===== src/rtl/cia_sp_pkg.sv =====
// rtl/cia_sp_pkg.sv - shared types and constants for the CIA serial port link
package cia_sp_pkg;

   typedef enum logic [1:0] {
      TX_IDLE,
      TX_HIGH,
      TX_LOW,
      TX_GAP
   } tx_state_t;

   localparam int   BIT_CNT_W = 3;
   localparam logic LINE_IDLE = 1'b1;

endpackage


===== src/rtl/cia_sp_sync.sv =====
// rtl/cia_sp_sync.sv - two-flop line synchroniser with rising-edge detect
module cia_sp_sync
   import cia_sp_pkg::*;
(
   input  logic clk,
   input  logic res_n,
   input  logic d,
   output logic q,
   output logic rise
);

   logic [1:0] meta;
   logic       q_d;

   // Lines idle high, so reset to high to avoid a false rise after reset
   always_ff @(posedge clk or negedge res_n) begin
      if (!res_n) begin
         meta <= {2{LINE_IDLE}};
         q_d  <= LINE_IDLE;
      end else begin
         meta <= {meta[0], d};
         q_d  <= meta[1];
      end
   end

   assign q    = meta[1];
   assign rise = meta[1] & ~q_d;

endmodule


===== src/rtl/cia_sp_link.sv =====
// rtl/cia_sp_link.sv - CIA CNT/SP remote-end transceiver; SP_RX_TIMEOUT_EN drops stale partial bytes
module cia_sp_link
   import cia_sp_pkg::*;
#(
   parameter int HALF    = 4,
   parameter int TIMEOUT = 64
) (
   input  logic       clk,
   input  logic       res_n,
   input  logic       ce,
   input  logic       drive_en,
   input  logic [7:0] tx_data,
   input  logic       tx_valid,
   output logic       tx_ready,
   output logic [7:0] rx_data,
   output logic       rx_valid,
   input  logic       cnt_in,
   input  logic       sp_in,
   output logic       cnt_out,
   output logic       sp_out,
   output logic       busy
);

   localparam int TW = (HALF > 1) ? $clog2(HALF) : 1;
   localparam logic [TW-1:0]        TICK_LAST = TW'(HALF - 1);
   localparam logic [BIT_CNT_W-1:0] BIT_LAST  = '1;

   tx_state_t             state, state_d;
   logic [TW-1:0]         tick, tick_d;
   logic [7:0]            tx_sh, tx_sh_d;
   logic [BIT_CNT_W-1:0]  tx_bits, tx_bits_d;

   logic                  cnt_s_unused, cnt_rise, sp_s, sp_rise_unused;
   logic                  drive_en_q, rx_en, rx_timeout;
   logic [BIT_CNT_W-1:0]  rx_bits;
   logic [7:0]            rx_sh;

   cia_sp_sync u_cnt_sync (.clk(clk), .res_n(res_n), .d(cnt_in), .q(cnt_s_unused), .rise(cnt_rise));
   cia_sp_sync u_sp_sync  (.clk(clk), .res_n(res_n), .d(sp_in),  .q(sp_s),         .rise(sp_rise_unused));

   assign tx_ready = res_n & drive_en & (state == TX_IDLE);
   assign busy     = (state != TX_IDLE) | (rx_bits != '0);

   // TX state, tick, shift and bit counters
   always_ff @(posedge clk or negedge res_n) begin
      if (!res_n) begin
         state   <= TX_IDLE;
         tick    <= '0;
         tx_sh   <= '0;
         tx_bits <= '0;
      end else begin
         state   <= state_d;
         tick    <= tick_d;
         tx_sh   <= tx_sh_d;
         tx_bits <= tx_bits_d;
      end
   end

   // TX next state and CNT/SP drive; dropping drive_en aborts the byte
   always_comb begin
      state_d   = state;
      tick_d    = tick;
      tx_sh_d   = tx_sh;
      tx_bits_d = tx_bits;
      cnt_out   = LINE_IDLE;
      sp_out    = LINE_IDLE;
      case (state)
         TX_IDLE: begin
            if (tx_valid && tx_ready) begin
               state_d   = TX_HIGH;
               tx_sh_d   = tx_data;
               tick_d    = '0;
               tx_bits_d = '0;
            end
         end
         TX_HIGH: begin
            sp_out = tx_sh[7];
            if (ce) begin
               if (tick == TICK_LAST) begin
                  state_d = TX_LOW;
                  tick_d  = '0;
               end else begin
                  tick_d = tick + TW'(1);
               end
            end
         end
         TX_LOW: begin
            cnt_out = 1'b0;
            sp_out  = tx_sh[7];
            if (ce) begin
               if (tick == TICK_LAST) begin
                  tick_d    = '0;
                  tx_bits_d = tx_bits + 1'b1;
                  if (tx_bits == BIT_LAST) begin
                     state_d = TX_GAP;
                  end else begin
                     tx_sh_d = {tx_sh[6:0], 1'b0};
                     state_d = TX_HIGH;
                  end
               end else begin
                  tick_d = tick + TW'(1);
               end
            end
         end
         TX_GAP: begin
            if (ce) begin
               if (tick == TICK_LAST) begin
                  state_d = TX_IDLE;
                  tick_d  = '0;
               end else begin
                  tick_d = tick + TW'(1);
               end
            end
         end
         default: state_d = TX_IDLE;
      endcase
      if (!drive_en && state != TX_IDLE) begin
         state_d   = TX_IDLE;
         tick_d    = '0;
         tx_bits_d = '0;
      end
   end

   // A rise in the same clk as drive_en falling is ignored
   assign rx_en = ~drive_en & ~drive_en_q;

   // RX deserialiser, MSB first, byte completes on the 8th CNT rise
   always_ff @(posedge clk or negedge res_n) begin
      if (!res_n) begin
         drive_en_q <= 1'b0;
         rx_bits    <= '0;
         rx_sh      <= '0;
         rx_data    <= '0;
         rx_valid   <= 1'b0;
      end else begin
         drive_en_q <= drive_en;
         rx_valid   <= 1'b0;
         if (drive_en) begin
            rx_bits <= '0;
         end else if (rx_en && cnt_rise) begin
            rx_sh   <= {rx_sh[6:0], sp_s};
            rx_bits <= rx_bits + 1'b1;
            if (rx_bits == BIT_LAST) begin
               rx_data  <= {rx_sh[6:0], sp_s};
               rx_valid <= 1'b1;
            end
         end else if (rx_timeout) begin
            rx_bits <= '0;
            rx_sh   <= '0;
         end
      end
   end

`ifdef SP_RX_TIMEOUT_EN
   localparam int IW = $clog2(TIMEOUT + 1);
   logic [IW-1:0] idle_cnt;

   assign rx_timeout = (idle_cnt == IW'(TIMEOUT));

   // Counts ce ticks since the last CNT rise while a byte is partial
   always_ff @(posedge clk or negedge res_n) begin
      if (!res_n) begin
         idle_cnt <= '0;
      end else if (drive_en || rx_bits == '0 || (rx_en && cnt_rise) || rx_timeout) begin
         idle_cnt <= '0;
      end else if (ce) begin
         idle_cnt <= idle_cnt + IW'(1);
      end
   end
`else
   assign rx_timeout = 1'b0;
`endif

endmodule


===== config.mk =====
export PLATFORM = sky130hd
export DESIGN_NAME = cia_sp_link
export DESIGN_NICKNAME = d
export VERILOG_FILES = /design/src/rtl/cia_sp_pkg.sv /design/src/rtl/cia_sp_sync.sv /design/src/rtl/cia_sp_link.sv
export SDC_FILE = /design/constraint.sdc
export NUM_CORES = 1
export LEC_CHECK = 0
export BUFFER_PORTS_ARGS = -buffer_cell sky130_fd_sc_hd__buf_4
export CAP_MARGIN = 25
export CORE_UTILIZATION = 56
export CTS_CLUSTER_DIAMETER = 80
export DETAILED_ROUTE_END_ITERATION = 10
export PLACE_DENSITY = 0.85
export SETUP_SLACK_MARGIN = 0.3
export SYNTH_ARGS = -nofsm -noshare
export SYNTH_HDL_FRONTEND = slang
export SYNTH_HIERARCHICAL = 1
export SYNTH_SLANG_ARGS = --single-unit

===== constraint.sdc =====
create_clock -name clk -period 2.2 [get_ports clk]
set_clock_uncertainty 0.1 [all_clocks]
set_input_delay 0.11 -clock clk [delete_from_list [all_inputs] [get_ports clk]]
set_output_delay 0.11 -clock clk [all_outputs]
set_load 0.1 [all_outputs]

== After elaboration in Yosys (flattened, before gate mapping) ==
Index checks and enable logic that the tools add are counted.

* Add/sub/neg operators: 3
* Equality and inequality tests: 18
* Muxes and demuxes: 32
* Bitwise gates (word level): 8
* Reductions and logical operators: 18

{| class="wikitable"
|+ Operators with widths
! cell !! number
|-
| two-way mux 8 bit || 4
|-
| two-way mux 2 bit || 13
|-
| two-way mux 3 bit || 6
|-
| inequality test 3 bit, second input constant || 6
|-
| one-hot mux 8 bit (2 select lines) || 1
|-
| one-hot mux 2 bit (4 select lines) || 1
|-
| AND reduction 7 bit || 1
|-
| adder 3 x 1 -> 3 bit, second input constant || 2
|-
| == test 2 bit, second input constant || 3
|-
| == test 3 bit, second input constant || 2
|-
| inequality test 2 bit, second input constant || 3
|-
| inequality test 3 x 1 -> 1 bit, second input constant || 2
|-
| one-hot mux 3 bit (2 select lines) || 1
|-
| nonzero test 2 bit || 3
|-
| nonzero test 3 bit || 2
|-
| two-way mux 1 bit || 5
|-
| AND reduction 5 bit || 1
|-
| bitwise AND 1 bit || 4
|-
| one-hot mux 2 bit (2 select lines) || 1
|-
| AND reduction 2 bit || 2
|-
| AND reduction 4 bit || 1
|-
| logical AND 1 bit || 3
|-
| inverter 1 bit || 3
|-
| AND reduction 3 bit || 1
|-
| 8 further kinds || 8
|}

* Register bits after elaboration: 40
* Input port bits: 15
* Output and inout bits: 13
* Word-level logic and storage cells: 91

== Longest topological paths before layout ==
Gate-level depths: netlist of the first run.

* Depth in word-level cells: 6
* Depth in mapped cells: 6
* Gate-level depth less buffers: 5

== Modules after synthesis ==
Netlist of the first run, hierarchy kept.

{| class="wikitable"
|+ Modules (own cells, without submodules)
! module !! times used !! cells each !! area an instance (µm²) !! seq. area each (µm²)
|-
| cia_sp_link || 1 || 131 || 1,759.2 || 875.8
|-
| cia_sp_sync || 2 || 4 || 92.6 || 78.8
|}

== Worst setup path before layout of the first run ==
No wires, ideal clock.

* Path type: register to register
* Start point: register state[0]
* End point: register tx_sh[0]
* Library setup time: 0.078 ns
* Arrival time: 1.884 ns
* Data required time: 2.022 ns
* Path slack: 0.138 ns
* Stages on the path, launching flop included: 5
* Path buffers: 0
* Period minus slack after synthesis: 2.062 ns
* Path through: dfrtp_1 > inv_1 > ha_1 > and3_1 > o2bb2ai_1

* Word-level cells in the longest chain between the ends: 5
* Elaborated cells between the ends (all ways): 11
* Those cells by class: 5 x eq/ne; 1 x mux; 1 x bitwise; 4 x reduce/logical

{| class="wikitable"
|+ Ends and longest elaborated chain
! item !! line !! text
|-
| start, declared || cia_sp_link.sv:28 || <nowiki>tx_state_t state, state_d;</nowiki>
|-
| start signal, assigned || cia_sp_link.sv:52 || <nowiki>state <= state_d;</nowiki>
|-
| zero test 2 bit || cia_sp_link.sv:41 || <nowiki>assign tx_ready = res_n & drive_en & (state == TX_IDLE);</nowiki>
|-
| bitwise AND 1 bit || cia_sp_link.sv:41 ||
|-
| net tx_ready || cia_sp_link.sv:14 || <nowiki>output logic tx_ready,</nowiki>
|-
| logical AND 1 bit || cia_sp_link.sv:69 || <nowiki>if (tx_valid && tx_ready) begin</nowiki>
|-
| inequality test 2 x 1 -> 1 bit (no source line) || - ||
|-
| AND reduction 5 bit (no source line) || - ||
|-
| end signal, assigned || cia_sp_link.sv:54 || <nowiki>tx_sh <= tx_sh_d;</nowiki>
|-
| end, declared || cia_sp_link.sv:30 || <nowiki>logic [7:0] tx_sh, tx_sh_d;</nowiki>
|}

The timed path passes the listed nets, and every way through them passes these cells.
A chain may end at the register's enable or synchronous reset.

== Worst setup path after layout of the first run ==
* Start point: register tx_bits[0]
* End point: register tx_sh[1]

* Word-level cells in the longest chain between the ends: 3

{| class="wikitable"
|+ Ends and longest elaborated chain
! item !! line !! text
|-
| start, declared || cia_sp_link.sv:31 || <nowiki>logic [BIT_CNT_W-1:0] tx_bits, tx_bits_d;</nowiki>
|-
| start signal, assigned || cia_sp_link.sv:55 || <nowiki>tx_bits <= tx_bits_d;</nowiki>
|-
| == test 3 bit || cia_sp_link.sv:94 || <nowiki>if (tx_bits == BIT_LAST) begin</nowiki>
|-
| inequality test 2 bit (no source line) || - ||
|-
| AND reduction 5 bit (no source line) || - ||
|}

Every way passes these cells.

==> results of run 1 <==
[flip-flops by register name, summed over array words and instances (netlist names)]
name	flops
rx_data	8
tx_sh	8
rx_sh	7
rx_bits	3
tx_bits	3
state	2
tick	2
u_cnt_sync/meta	2
u_sp_sync/meta	2
drive_en_q	1
rx_valid	1
u_cnt_sync/q_d	1
[stage by stage]
step	cell area, um^2	util	total power (uW)	instances	setup slack, ns
floorplan	1930	-	1810	137	0.314
global placement	2170	0.694	1970	206	0.291
detailed placement	2170	0.694	2020	206	0.190
CTS	2380	0.761	2580	224	0.260
global route	2450	0.784	2820	228	0.271
finish	2450	0.784	2710	228	0.306
[layout by cell type (no fill, tap or decap), drive strengths merged, types with 2 or more instances in the layout]
cell type	count
a21oi	2
ha	11
dfstp	5
nand2b	5
clkbuf	5
a22o	3
nor3b	2
dfrtp	35
mux2i	4
o21ai	2
nand3	5
clkinv	3
nor2	5
mux2	32
dlygate4sd3	6
buf	38
and3	2
inv	6
o2bb2ai	2
[per-layer routing]
layer	vias to the layer above	share of wire	GRT usage
met3	16	0.045	0.0693
li1	584	-	-
met5	-	0	0
met1	632	0.42	0.297
met4	0	0.036	0.120
met2	39	0.50	0.397
[worst max path at each step]
stage                     to  slack (ns)
finish              tx_sh[1]        0.31
global route        tx_sh[1]        0.27
CTS                 tx_ready        0.26
detailed placement  tx_sh[6]        0.19
global placement    tx_sh[7]        0.29
floorplan           tx_sh[0]        0.31
[report_power, final]
| group | internal [uW] | leakage (uW) | switching, uW | total [uW] |
|---|---|---|---|---|
| clock | 123 | 0.0000349 | 258 | 381 |
| sequential | 888 | 0.000511 | 120 | 1010 |
| combinational | 625 | 0.000624 | 701 | 1330 |
[worst max-delay path: stages (launching register included)]
cell and delay (ns):
dfrtp_1 0.41, ha_2 0.20, ha_4 0.16, nand4b_1 0.23, a22oi_4 0.23, buf_12 0.16
mux2_4 0.30
[what timing repair did]
| item | in CTS | in global routing |
|---|---|---|
| setup endpoints to repair | 13 | 21 |
| buffers inserted | 5 | 2 |
| pin swaps | 2 | 3 |
| hold endpoints to repair | 42 | 1 |
| cloned | 0 | 1 |
| hold buffers | 5 | 1 |
| resized for setup | 13 | 8 |
[area by class of cell]
type	instances	area share
well taps	44	0.0224
flip-flops and latches	40	0.411
clock inverters	3	0.00765
clock buffers	5	0.0153
repair buffers	44	0.152
inverters	7	0.0122
multi-input cells	85	0.380
==> results.json, run 1 <==
{
  "cts_htree_levels": 2,
  "rr_worst_depth": 6,
  "overflow": 0,
  "path_max_fanout": 8,
  "dp.final_hpwl_um": 2330,
  "cts_tree": "built",
  "status": "finished, violations left",
  "first_global_vias": 1315,
  "vias_per_cell": 5.57,
  "p_leak_uw": 0.00117,
  "ant_nets": 0,
  "rows": 20,
  "wl_per_cell_um": 18.5,
  "cap_viol_max_count": 0,
  "rsz0062_at_grt": "true",
  "fill_cells": 189,
  "core_mm2": 0.00313,
  "ioPinCount": 28,
  "grt_usage": 0.244,
  "rrSetupSlack_ns": 0.31,
  "chipHeight_um": 60.3,
  "clkLatencyLatePin_ns": 0.37,
  "hold_path_class": "primary input to flip-flop",
  "grt_max_degree": 39,
  "finalSetupViolCount": 0,
  "syn_to_final_growth_pct": 28.8,
  "die_area_mm2": 0.00364,
  "vias": 1271,
  "syn_inst": 137,
  "dr.pass1.iters": 4,
  "timing.rr.end": "tx_sh[1]",
  "worstPathArrival_ns": 2.06,
  "fin_crit_ns": 1.89,
  "die_w_um": 60.3,
  "num-nets-final": 209,
  "seq_area_mm2": 0.00101,
  "syn_area_mm2": 0.00190,
  "drive_above_1_share": 0.560,
  "port_buffers": 27,
  "violations": "hold timing",
  "whs_ns": -0.00238,
  "drc_errors": 0,
  "whs_path_depth": 3,
  "slew_viol_final": 0,
  "final-hold-violation-count": 1,
  "antenna_found_initial": 0,
  "maxSlewHeadroom": 0.693,
  "worst_slew_pin_slew_ns": 0.461,
  "routed_wl_um": 4220,
  "start_kind": "flip-flop",
  "antenna_cells": 0,
  "cts_root_buf": "clkbuf_4",
  "grt_first_pass_wirelength_um": 6170,
  "synth_area_per_cell_um2": 13.9,
  "yosys_warnings": 6,
  "worstPathRequired_ns": 2.37,
  "reg2reg_from": "tx_bits[0]",
  "startpoint": "tx_bits[0]",
  "first_iter_violations": 44,
  "endpoint_kind": "flip-flop",
  "cts_sinks": 40,
  "min_from": "tx_data[3]",
  "clkTransAtPathRegs_ns": 0.13,
  "gp_congestion": 0.726,
  "cts_buffer_depth": 2,
  "path_class": "flip-flop to flip-flop",
  "max_freq_mhz": 528,
  "syn_nets": 163,
  "multi_input_area_um2": 931,
  "holdPathEnd": "tx_sh[3]",
  "powerDensity_mw_per_mm2": 1110,
  "tns_ns": 0,
  "fin_crit_sh": 0.861,
  "max-vdd-ir-drop_mv": 0.885,
  "numCtsBuffers": 5,
  "start_util": 0.609
}
Power figures use the tool's default switching activity.
==> inputs of run 2 (changes only) <==
CORE_UTILIZATION = 55   (was 56)
PLACE_DENSITY = 0.84   (was 0.85)
==> run 2 against run 1 <==
The flow now finishes without violations; combinational power is 4% lower; via count increased by 0.71%; count of clock-buffer cells in the layout rose by 2; die area is 1.7% higher; final cell count increased by 0.88%; global-route usage is 1.6 points lower; fmax fell by 7.7%; critical path depth unchanged.
==> results.json, run 2 (same netlist as run 1, synthesis figures left out) <==
{
  "status": "finished clean",
  "endpoint_kind": "flip-flop",
  "max-vdd-ir-drop_mv": 0.965,
  "antenna_found_initial": 0,
  "grt_first_pass_wirelength_um": 5920,
  "power.internal_uw": 1610,
  "die_w_um": 60.8,
  "clkTransAtPathRegs_ns": 0.12,
  "clkLatencyLatePin_ns": 0.35,
  "first_iter_violations": 58,
  "final-hold-violation-count": 0,
  "cts_buffer_depth": 2,
  "cts_sinks": 40,
  "worstPathArrival_ns": 2.20,
  "worst_slew_pin_slew_ns": 0.366,
  "port_buffers": 27,
  "die_area_mm2": 0.00370,
  "whs_ns": 0.0122,
  "combPwrFrac": 0.481,
  "drc_errors": 0,
  "top_regs": "rx_data (8), tx_sh (8), rx_sh (7)",
  "antenna_cells": 0,
  "vias_per_cell": 5.57,
  "p_leak_uw": 0.00115,
  "multi_input_area_um2": 918,
  "pwr-share-clk": 0.139,
  "powerDensity_mw_per_mm2": 1090,
  "fin_crit_sh": 0.933,
  "grt_max_degree": 31,
  "cts_tree": "built",
  "maxSlewHeadroom": 0.756,
  "seq_area_mm2": 0.00101,
  "hold_path_class": "primary input to flip-flop",
  "p_sw_uw": 1040,
  "cts_root_buf": "clkbuf_4",
  "fill_cells": 215,
  "max_freq_mhz": 487,
  "numCtsBuffers": 5,
  "vias": 1280,
  "fin_crit_ns": 2.05,
  "dp.final_hpwl_um": 2350,
  "start_kind": "flip-flop",
  "tns_ns": 0,
  "path_class": "flip-flop to flip-flop",
  "start_util": 0.571,
  "cts_htree_levels": 2,
  "ioPinCount": 28,
  "ant_nets": 0,
  "routed_wl_um": 4050,
  "first_global_vias": 1340,
  "path_max_fanout": 8,
  "grt_usage": 0.228,
  "wl_per_cell_um": 17.6,
  "core_mm2": 0.00334,
  "slew_viol_final": 0,
  "chipHeight_um": 60.8,
  "swShare": 0.392,
  "finalSetupViolCount": 0,
  "rows": 21,
  "drive_above_1_share": 0.538,
  "final_common_cell": "buf_4",
  "num-nets-final": 209,
  "p_seq_frac": 0.379,
  "rsz0062_at_grt": "true",
  "syn_to_final_growth_pct": 28.1,
  "overflow": 0,
  "dr.pass1.iters": 4,
  "gp_congestion": 0.745,
  "final_cell_mix": "buf_4, dfrtp_1, mux2_2",
  "worstPathRequired_ns": 2.35,
  "cap_viol_max_count": 0
}
run 2: final timing paths:
path / end / startpoint / cells past startpoint / slack, ns
setup / recovery: tx_sh[7] / tx_bits[1] / 6 / 0.15
hold / removal: tx_sh[3] / tx_data[3] / 3 / 0.01
setup reg to reg: tx_sh[7] / tx_bits[1] / 6 / 0.15
hold reg to reg: u_sp_sync/meta[1] / u_sp_sync/meta[0] / 0 / 0.27
max in group asynchronous: u_sp_sync/meta[1] / res_n / 3 / 1.31
min in group asynchronous: tx_sh[0] / res_n / 2 / 0.04
run 2: through the flow:
step	power (uW)	instance area, um^2	instances	utilization	setup WS, ns
finish	2660	2440	230	0.731	0.146
global route	2780	2440	230	0.731	0.139
floorplan	1810	1930	137	-	0.314
CTS	2540	2380	229	0.712	0.281
global placement	1970	2170	208	0.651	0.281
detailed placement	2020	2170	208	0.651	0.200
run 2: power by group through the flow:
stage | logic, uW | registers [uW] | clock network [uW]
2_1_floorplan | 840 | 969 | 0
3_3_place_gp | 982 | 988 | 0
5_1_grt | 1350 | 1020 | 406
4_1_cts | 1170 | 990 | 380
6_report | 1280 | 1010 | 370
3_5_place_dp | 1020 | 1000 | 0
run 2: timing repair:
item / CTS / global route
setup endpoints to repair: 12 / 21
pin swaps: 1 / 2
resized for setup: 8 / 12
hold buffers: 7 / 0
setup buffers: 6 / 1
hold endpoints to repair: 44 / 0
run 2: layer usage:
layer,vias to the layer above,global-route usage,share of wire
met3,8,0.0597,0.029
li1,575,-,-
met2,28,0.402,0.54
met5,-,0,0
met4,0,0.107,0.016
met1,669,0.257,0.42
run 2: layout make-up:
class,instances,area share
flip-flops and latches,40,0.414
clock buffers,7,0.0185
multi-input cells,85,0.376
well taps,46,0.0236
clock inverters,1,0.00359
repair buffers,44,0.151
inverters,7,0.0133
run 2: critical path, stage by stage, from the launching register on:
cell and delay (ns):
dfrtp_1 0.42, ha_2 0.21, ha_4 0.16, nand4b_1 0.28, a22oi_4 0.28, buf_12 0.16
mux2_2 0.34
